===== config.mk =====
export PLATFORM = sky130hd
export DESIGN_NAME = eth_rx_header_decoder
export DESIGN_NICKNAME = d
export VERILOG_FILES = /design/src/rtl/eth_rx_header_decoder.sv
export SDC_FILE = /design/constraint.sdc
export NUM_CORES = 1
export LEC_CHECK = 0
export CORE_MARGIN = 3
export CORE_UTILIZATION = 35
export DETAILED_ROUTE_END_ITERATION = 7
export SYNTH_ARGS = -nofsm -noshare
export SYNTH_HDL_FRONTEND = slang
export SYNTH_SLANG_ARGS = --single-unit
export TNS_END_PERCENT = 5

===== constraint.sdc =====
create_clock -name clk -period 2.2 [get_ports clk]
set_input_delay 0.55 -clock clk [delete_from_list [all_inputs] [get_ports clk]]
set_output_delay 0.55 -clock clk [all_outputs]
set_load 0.02 [all_outputs]

===== src/rtl/eth_rx_header_decoder.sv =====
// rtl/eth_rx_header_decoder.sv - Ethernet II header strip, destination filter and 32-bit payload realignment
module eth_rx_header_decoder #(
    parameter bit ALLOW_RUNT_COUNT_WRAP = 1'b1
) (
    input  logic        clk,
    input  logic        rst_n,
    input  logic [47:0] our_mac,
    input  logic        promisc,
    input  logic        accept_multicast,
    input  logic        rx_start,
    input  logic        rx_data_valid,
    input  logic [2:0]  rx_bytes_valid,
    input  logic [31:0] rx_data,
    input  logic        rx_commit,
    input  logic        rx_drop,
    output logic        l3_start,
    output logic [15:0] l3_ethertype,
    output logic [47:0] l3_src_mac,
    output logic [47:0] l3_dst_mac,
    output logic        l3_data_valid,
    output logic [2:0]  l3_bytes_valid,
    output logic [31:0] l3_data,
    output logic        l3_commit,
    output logic        l3_drop,
    output logic [15:0] rejected_count,
    output logic [15:0] runt_count
);
    typedef enum logic [2:0] {S_IDLE, S_HDR, S_BODY, S_FLUSH, S_SKIP} state_t;

    state_t      state_q, state_d;
    logic [1:0]  widx_q, widx_d;
    logic [47:0] dst_q, dst_d;
    logic [47:0] src_q, src_d;
    logic [23:0] res_q, res_d;
    logic [1:0]  rc_q, rc_d;
    logic        commit_pend_q, commit_pend_d;

    logic        start_q, start_d;
    logic [15:0] etype_q, etype_d;
    logic [47:0] osrc_q, osrc_d;
    logic [47:0] odst_q, odst_d;
    logic        dv_q, dv_d;
    logic [2:0]  bv_q, bv_d;
    logic [31:0] data_q, data_d;
    logic        commit_q, commit_d;
    logic        drop_q, drop_d;
    logic [15:0] rej_q, rej_d;
    logic [15:0] runt_q, runt_d;

    logic [47:0] dst_full;
    logic        addr_pass;
    logic [31:0] data_mask;
    logic [55:0] merged;
    logic [2:0]  total;

    function automatic logic [15:0] bump(input logic [15:0] v);
        if (ALLOW_RUNT_COUNT_WRAP)
            return v + 16'd1;
        return (v == 16'hffff) ? v : v + 16'd1;
    endfunction

    // Residue bytes sit at the top of the merge window; new data is slid in right behind them.
    always_comb begin
        dst_full  = {dst_q[47:16], rx_data[31:16]};
        addr_pass = promisc || (dst_full == our_mac) || (dst_full == 48'hffff_ffff_ffff) ||
                    (accept_multicast && dst_full[40]);
        case (rx_bytes_valid)
            3'd1:    data_mask = 32'hff00_0000;
            3'd2:    data_mask = 32'hffff_0000;
            3'd3:    data_mask = 32'hffff_ff00;
            default: data_mask = 32'hffff_ffff;
        endcase
        merged = {res_q, 32'h0} | ({rx_data & data_mask, 24'h0} >> {rc_q, 3'b000});
        total  = {1'b0, rc_q} + rx_bytes_valid;
    end

    always_comb begin
        state_d       = state_q;
        widx_d        = widx_q;
        dst_d         = dst_q;
        src_d         = src_q;
        res_d         = res_q;
        rc_d          = rc_q;
        commit_pend_d = 1'b0;
        start_d       = 1'b0;
        etype_d       = etype_q;
        osrc_d        = osrc_q;
        odst_d        = odst_q;
        dv_d          = 1'b0;
        bv_d          = bv_q;
        data_d        = data_q;
        drop_d        = 1'b0;
        rej_d         = rej_q;
        runt_d        = runt_q;
        // A frame that reaches FLUSH and is then overtaken by a new start is dropped, not committed.
        commit_d      = commit_pend_q && !(state_q == S_FLUSH && rx_start);

        case (state_q)
            S_HDR: begin
                if (rx_commit || rx_drop) begin
                    runt_d  = bump(runt_q);
                    state_d = S_IDLE;
                end else if (rx_data_valid && !rx_start) begin
                    case (widx_q)
                        2'd0: begin
                            dst_d[47:16] = rx_data;
                            widx_d       = 2'd1;
                        end
                        2'd1: begin
                            dst_d[15:0]  = rx_data[31:16];
                            src_d[47:32] = rx_data[15:0];
                            if (addr_pass) begin
                                widx_d = 2'd2;
                            end else begin
                                rej_d   = bump(rej_q);
                                state_d = S_SKIP;
                            end
                        end
                        2'd2: begin
                            src_d[31:0] = rx_data;
                            widx_d      = 2'd3;
                        end
                        default: begin
                            start_d = 1'b1;
                            odst_d  = dst_q;
                            osrc_d  = src_q;
                            etype_d = rx_data[31:16];
                            if (rx_bytes_valid == 3'd4) begin
                                res_d = {rx_data[15:0], 8'h0};
                                rc_d  = 2'd2;
                            end else begin
                                res_d = 24'h0;
                                rc_d  = 2'd0;
                            end
                            state_d = S_BODY;
                        end
                    endcase
                end
            end
            S_BODY: begin
                if (rx_drop) begin
                    drop_d  = 1'b1;
                    res_d   = 24'h0;
                    rc_d    = 2'd0;
                    state_d = S_IDLE;
                end else if (rx_commit) begin
                    if (rc_q != 2'd0) begin
                        dv_d          = 1'b1;
                        bv_d          = {1'b0, rc_q};
                        data_d        = {res_q, 8'h0};
                        commit_pend_d = 1'b1;
                        state_d       = S_FLUSH;
                    end else begin
                        commit_d = 1'b1;
                        state_d  = S_IDLE;
                    end
                    res_d = 24'h0;
                    rc_d  = 2'd0;
                end else if (rx_data_valid && !rx_start) begin
                    if (total >= 3'd4) begin
                        dv_d   = 1'b1;
                        bv_d   = 3'd4;
                        data_d = merged[55:24];
                        res_d  = merged[23:0];
                    end else begin
                        res_d = merged[55:32];
                    end
                    rc_d = total[1:0];
                end
            end
            S_FLUSH: state_d = S_IDLE;
            S_SKIP: begin
                if (rx_commit || rx_drop)
                    state_d = S_IDLE;
            end
            default: ;
        endcase

        if (rx_start) begin
            if ((state_q == S_BODY && !rx_commit && !rx_drop) || state_q == S_FLUSH)
                drop_d = 1'b1;
            widx_d  = 2'd0;
            res_d   = 24'h0;
            rc_d    = 2'd0;
            state_d = S_HDR;
        end
    end

    always_ff @(posedge clk or negedge rst_n) begin
        if (!rst_n) begin
            state_q       <= S_IDLE;
            widx_q        <= 2'd0;
            dst_q         <= 48'h0;
            src_q         <= 48'h0;
            res_q         <= 24'h0;
            rc_q          <= 2'd0;
            commit_pend_q <= 1'b0;
            start_q       <= 1'b0;
            etype_q       <= 16'h0;
            osrc_q        <= 48'h0;
            odst_q        <= 48'h0;
            dv_q          <= 1'b0;
            bv_q          <= 3'd0;
            data_q        <= 32'h0;
            commit_q      <= 1'b0;
            drop_q        <= 1'b0;
            rej_q         <= 16'h0;
            runt_q        <= 16'h0;
        end else begin
            state_q       <= state_d;
            widx_q        <= widx_d;
            dst_q         <= dst_d;
            src_q         <= src_d;
            res_q         <= res_d;
            rc_q          <= rc_d;
            commit_pend_q <= commit_pend_d;
            start_q       <= start_d;
            etype_q       <= etype_d;
            osrc_q        <= osrc_d;
            odst_q        <= odst_d;
            dv_q          <= dv_d;
            bv_q          <= bv_d;
            data_q        <= data_d;
            commit_q      <= commit_d;
            drop_q        <= drop_d;
            rej_q         <= rej_d;
            runt_q        <= runt_d;
        end
    end

    assign l3_start       = start_q;
    assign l3_ethertype   = etype_q;
    assign l3_src_mac     = osrc_q;
    assign l3_dst_mac     = odst_q;
    assign l3_data_valid  = dv_q;
    assign l3_bytes_valid = bv_q;
    assign l3_data        = data_q;
    assign l3_commit      = commit_q;
    assign l3_drop        = drop_q;
    assign rejected_count = rej_q;
    assign runt_count     = runt_q;
endmodule

### Word level (Yosys, flattened, before mapping)

Cells that the tools add are included.

| cells by class | value |
|---|---|
| add/sub/neg operators | 3 |
| magnitude comparators | 1 |
| eq/ne operators | 28 |
| shifts and indexed selects | 1 |
| multiplexer cells | 76 |
| bitwise logic cells | 6 |
| reductions and logical operators | 36 |

Operators by type and width:

| cell | number |
|---|---|
| two-way mux 24 bit | 9 |
| two-way mux 32 bit | 4 |
| case mux 24 bit (3 select lines) | 1 |
| two-way mux 16 bit | 4 |
| OR 56 bit | 1 |
| >> shifter 56 x 5 -> 56 bit | 1 |
| == test 48 bit | 1 |
| == test 48 bit, second input constant | 1 |
| case mux 24 bit (2 select lines) | 1 |
| two-way mux 3 bit | 11 |
| adder 16 x 1 -> 16 bit, second input constant | 2 |
| bitwise AND 32 bit | 1 |
| == test 16 bit, second input constant | 2 |
| two-way mux 1 bit | 28 |
| two-way mux 2 bit | 14 |
| AND reduction 4 bit | 4 |
| inequality test 3 bit, second input constant | 5 |
| AND reduction 5 bit | 3 |
| == test 3 x 2 -> 1 bit, second input constant | 4 |
| inequality test 4 bit, second input constant | 3 |
| case mux 3 bit (4 select lines) | 1 |
| AND reduction 6 bit | 2 |
| inequality test 5 bit, second input constant | 2 |
| nonzero test 2 bit | 5 |
| 22 further kinds | 41 |

| word-level totals | value |
|---|---|
| bits in registers | 311 |
| input port bits | 91 |
| output and inout port bits | 183 |
| logic and storage cells | 171 |

### Longest topological paths before layout

| logic depth | value |
|---|---|
| depth in word-level cells | 11 |
| mapped depth | 10 |
| gate-level depth less buffers | 9 |

### Least setup slack after synthesis

OpenSTA, ideal clock, no wires.

| timing path | value |
|---|---|
| path kind | input -> register |
| from | input rx_bytes_valid[0] |
| to | register res_q[0] |
| library setup time | 0.121 ns |
| arrival time | 2.374 ns |
| required time | 2.079 ns |
| slack | -0.296 ns |
| cell stages on the path | 7 |
| buffers on the path | 2 |
| path through | ha_1 fa_1 xnor2_1 clkbuf_1 clkbuf_1 a21oi_1 o22a_1 |

| between the ends | value |
|---|---|
| word-level cells in the longest chain between the ends | 11 |
| elaborated cells between the ends (all ways) | 15 |
| those cells by class | add/sub (1); order compare (1); eq/ne (3); shift (1); mux (7); bitwise (2) |

Ends and longest elaborated chain:

| element | RTL line | source |
|---|---|---|
| start: declaration | 12 | `input logic [2:0] rx_bytes_valid,` |
| == test 3 x 2 -> 1 bit or == test 3 x 1 -> 1 bit (tied branches) | 67 | `case (rx_bytes_valid)` |
| case mux 24 bit (3 select lines) | 67 |  |
| bitwise AND 32 bit | 73 | `merged = {res_q, 32'h0} \| ({rx_data & data_mask, 24'h0} >> {rc_q, 3'b000});` |
| >> shifter 56 x 5 -> 56 bit | 73 |  |
| OR 56 bit | 73 |  |
| two-way mux 24 bit * | 160 | `if (total >= 3'd4) begin` |
| two-way mux 24 bit * | 159 | `end else if (rx_data_valid && !rx_start) begin` |
| two-way mux 24 bit * | 146 | `end else if (rx_commit) begin` |
| two-way mux 24 bit * | 141 | `if (rx_drop) begin` |
| case mux 24 bit (2 select lines) * | 98 | `case (state_q)` |
| two-way mux 24 bit * | 179 | `if (rx_start) begin` |
| end signal: assignment | 214 | `res_q <= res_d;` |
| end: declaration | 34 | `logic [23:0] res_q, res_d;` |

Every way passes the cells marked *; elsewhere a longest branch is shown, timed or not. The select of a mux whose other input is x is not followed.
A chain may end at the register's enable or synchronous reset.

### Worst setup path in the final report

| timing path | value |
|---|---|
| from | input our_mac[32] |
| to | register state_q[1] |

| between the ends | value |
|---|---|
| word-level cells in the longest chain between the ends | 6 |

Ends and longest elaborated chain:

| element | RTL line | source |
|---|---|---|
| start: declaration | 7 | `input logic [47:0] our_mac,` |
| == test 48 bit | 65 | `addr_pass = promisc \|\| (dst_full == our_mac) \|\| (dst_full == 48'hffff_ffff_ffff) \|\|` |
| logical OR 1 bit (3 in a row) | 65 |  |
| inequality test 5 bit (no line) | n/a |  |
| AND reduction 6 bit (no line) | n/a |  |
| end signal: assignment | 210 | `state_q <= state_d;` |
| end: declaration | 30 | `state_t state_q, state_d;` |

Every way passes these cells.

==> results by group <==
Outcome
  – Status: finished with violations
  – Violated checks: setup timing

Die
  – Initial Utilization: between 30% and 40%
  – Ports: between 200 and 300
  – Die Width: ~210 um
  – Die ar.: around 43000 um^2
  – Placeable Area: a little under 40000 um^2
  – Num rows: 72
  – Height of the chip: just over 200 um

Synth
  – Cell count after synthesis: about 1200
  – Post-synthesis instance area: 14100 um^2
  – Register area share after synthesis: ~55%
  – Most common cell in the netlist: dfrtp_1
  – Area leader, netlist: dfrtp_1
  – Post-synth EDFFs: 0
  – Top cells by area, synth: dfrtp_1, mux2_2, xor2_1
  – Synth cell count leaders: dfrtp_1, mux2_2, nor2_1, nand2_1, xor2_1
  – YS warnings: 0
  – Ys flop type: dfrtp_1
  – Yosys top cell area share: between 50% and 60%
  – Syn nets: around 1300
  – Synth Register Bits: around 310
  – Synth cell types: 63
  – Synthesized area per cell: around 12 um^2
  – Synth async-reset ratio: between 90% and 100%

Clock network
  – Later-pin clock latency in the skew report: 0.55 ns
  – Clock tree root driver cell: clkbuf_16
  – Clock-pin slew on the worst setup and hold paths: about 0.05 ns
  – CTS tree: done
  – Maximum root-to-sink buffer count: 3
  – TritonCTS Buffers: 38
  – H-tree depth: 2
  – Clk sinks: a little over 300

Run
  – Max_cap viols: 0

GRT
  – First-pass GRT wire length: between 70000 and 80000 um
  – Vias in the first global route: ~11000
  – Largest net degree at the start of global routing: 70
  – Antenna violations before repair: 2
  – Overflow after GRT: 0
  – Global Route Usage Sum: roughly 22%

Placed design
  – Placed cells: 2051
  – Number of I/O port buffers: between 200 and 300
  – Placer Congestion: just under 0.9
  – DP HPWL: about 35000 um

Setup path
  – Reg2reg path depth: 8
  – Data required, critical path: approximately 2.6 ns
  – WS Path Type: in2reg
  – Worst-path maximum fanout: 3
  – CP peak stage delay: roughly 0.44 ns
  – Worst Setup End Kind: register
  – CP Launch Type: input pin
  – FF-to-FF setup slack: -0.08 ns
  – Critical Path AT: around 2.7 ns
  – Cells along the critical path: clkdlybuf4s50_1 -> xor2_1 -> nor4_2 -> nand4_1 -> o31ai_2 -> buf_4 -> a31o_4 -> mux2_1
  – Worst path slowest cell: clkdlybuf4s50_1

Pwr
  – PwrDens: 773 nW/um^2
  – Worst vdd ir: 0.000438 V
  – P_leak: 9.68 nW

Drt
  – DR iter-0 viols: roughly 640
  – Routed WL per cell: between 20 and 25 um
  – Vias: around 11000
  – Drt first pass iters: 6
  – Vias per cell: between 5 and 6
  – Drt drc: 0
  – Total detailed-routing wirelength: 47500 um
  – Antenna viol nets, final: 0

Cells and area
  – Layout cells sized above 1: a little under a third
  – Core Util, Final: 51.3%
  – Fin cells: around 2100
  – Number of fillers in the final layout: around 3500
  – Syn-to-layout area delta: 42.9%
  – Nets: 1679

Timing
  – Least-Margin Pin Slew: roughly 0.60 ns
  – Final Slew Violations: 0
  – Rel. slew slack: between 50 and 60%
  – Skew final: 0.0208 ns
  – FMAX: roughly 430 MHz
  – Final min period: approximately 2.3 ns
  – RSZ-0062 raised after global routing: true
  – Final hold vios: 0
  – Final setup fails: 44
  – Post-route setup slack: -0.103 ns
  – Final worst-path cycle share: 105%

Hold path
  – HP Class: reg2reg
  – Hold Crit Depth: 1
[critical path: cells and delay by family]
kind / cells / cell delay, ns
AO/OA/AOI/OAI: 2 / 0.49
XOR/XNOR: 1 / 0.18
buffers and inverters: 2 / 0.64
multiplexers: 1 / 0.32
AND/OR/NAND/NOR: 2 / 0.54
[power breakdown]
part / switching [mW] / internal [mW] / total (mW)
Combinational: 1.21 / 1.25 / 2.46
Clock: 2.49 / 3.91 / 6.40
Sequential: 0.500 / 6.19 / 6.69
Total: 4.20 / 11.4 / 15.6
[metal layers]
metal  vias to the layer above  routed length [um]  part of all wire [%]  track usage (%)
met1                      5622               21200                    45             30.8
li1                       5033                   -                     -                -
met4                         0                1300                   2.7             6.88
met2                       407               21200                    45             34.5
met3                        79                3690                   7.8             5.43
met5                         -                   0                     0                0
[final timing paths]
path                                             from                          to
hold / removal             runt_count[15]$_DFFE_PN0P_  runt_count[15]$_DFFE_PN0P_
hold reg to reg            runt_count[15]$_DFFE_PN0P_  runt_count[15]$_DFFE_PN0P_
setup reg to reg                  rc_q[0]$_DFFE_PN0P_      l3_data[2]$_DFFE_PN0P_
max in group asynchronous                       rst_n       res_q[15]$_DFFE_PN0P_
min in group asynchronous                       rst_n  l3_dst_mac[32]$_DFFE_PN0P_
setup / recovery                          our_mac[32]      state_q[1]$_DFFE_PN0P_
[cell type report]
type	instances	area (um^2)	share of cell area (%)
Sequential cell	311	7790	38.7
Clock buffer	48	1030	5.11
Clock inverter	17	239	1.19
Antenna cell	3	7.51	0.0373
Tap cell	518	648	3.22
Inverter	13	56.3	0.280
Multi-Input combinational cell	768	6040	30.0
Timing Repair Buffer	448	4310	21.4
[state kept, by name, summed over array words and instances (netlist names), 3 cells and up]
| name | cells |
|---|---|
| dst_q | 48 |
| l3_dst_mac | 48 |
| l3_src_mac | 48 |
| src_q | 48 |
| l3_data | 32 |
| res_q | 24 |
| l3_ethertype | 16 |
| rejected_count | 16 |
| runt_count | 16 |
| l3_bytes_valid | 3 |
| state_q | 3 |
[through the flow]
step	worst slack, ns	power [mW]	cell area [um^2]	hold slack (ns)	TNS [ns]
after floorplan	-0.150	7.73	14100	0.254	-4.20
after global placement	-0.845	9.13	18500	0.456	-104.05
after detailed placement	-0.890	9.19	18500	0.465	-105.31
after CTS	-0.0731	15.7	20000	0.472	-1.55
after global routing	-0.173	16.2	20100	0.490	-5.75
final	-0.103	15.6	20100	0.465	-2.63
[kinds of logic after synthesis]
| kind of cell | after synthesis | share of synthesized area, % |
|---|---|---|
| buf+inv | 91 | 2.92 |
| fa+ha+maj | 8 | 0.765 |
| simple gates | 290 | 10.3 |
| flops | 311 | 55.3 |
| xor+xnor | 81 | 5.04 |
| mux | 212 | 17.0 |
| compound gates | 177 | 8.75 |
[layout by cell type (no fill, tap or decap), types with 13 or more instances in the layout]
cell / count
dfrtp_1: 307
clkdlybuf4s50_1: 244
mux2_2: 209
buf_4: 154
nor2_1: 71
xor2_1: 69
nand2_1: 64
a21oi_1: 40
clkbuf_16: 39
nor3_1: 24
a211oi_1: 21
o21ai_0: 20
nand4_1: 20
nand3_1: 16
nor2b_1: 16
o22ai_1: 16
dlygate4sd2_1: 16
buf_12: 13
[timing repair]
| item | CTS | global route |
|---|---|---|
| hold buffers | 1 | 0 |
| setup endpoints to repair | 67 | 98 |
| resized for setup | 41 | 35 |
| pin swaps | 13 | 17 |
| cloned | 2 | 1 |
| endpoints found under the hold margin | 29 | 0 |
| buffers inserted | 1 | 2 |
Note: power is estimated with default switching activity, not from simulation.
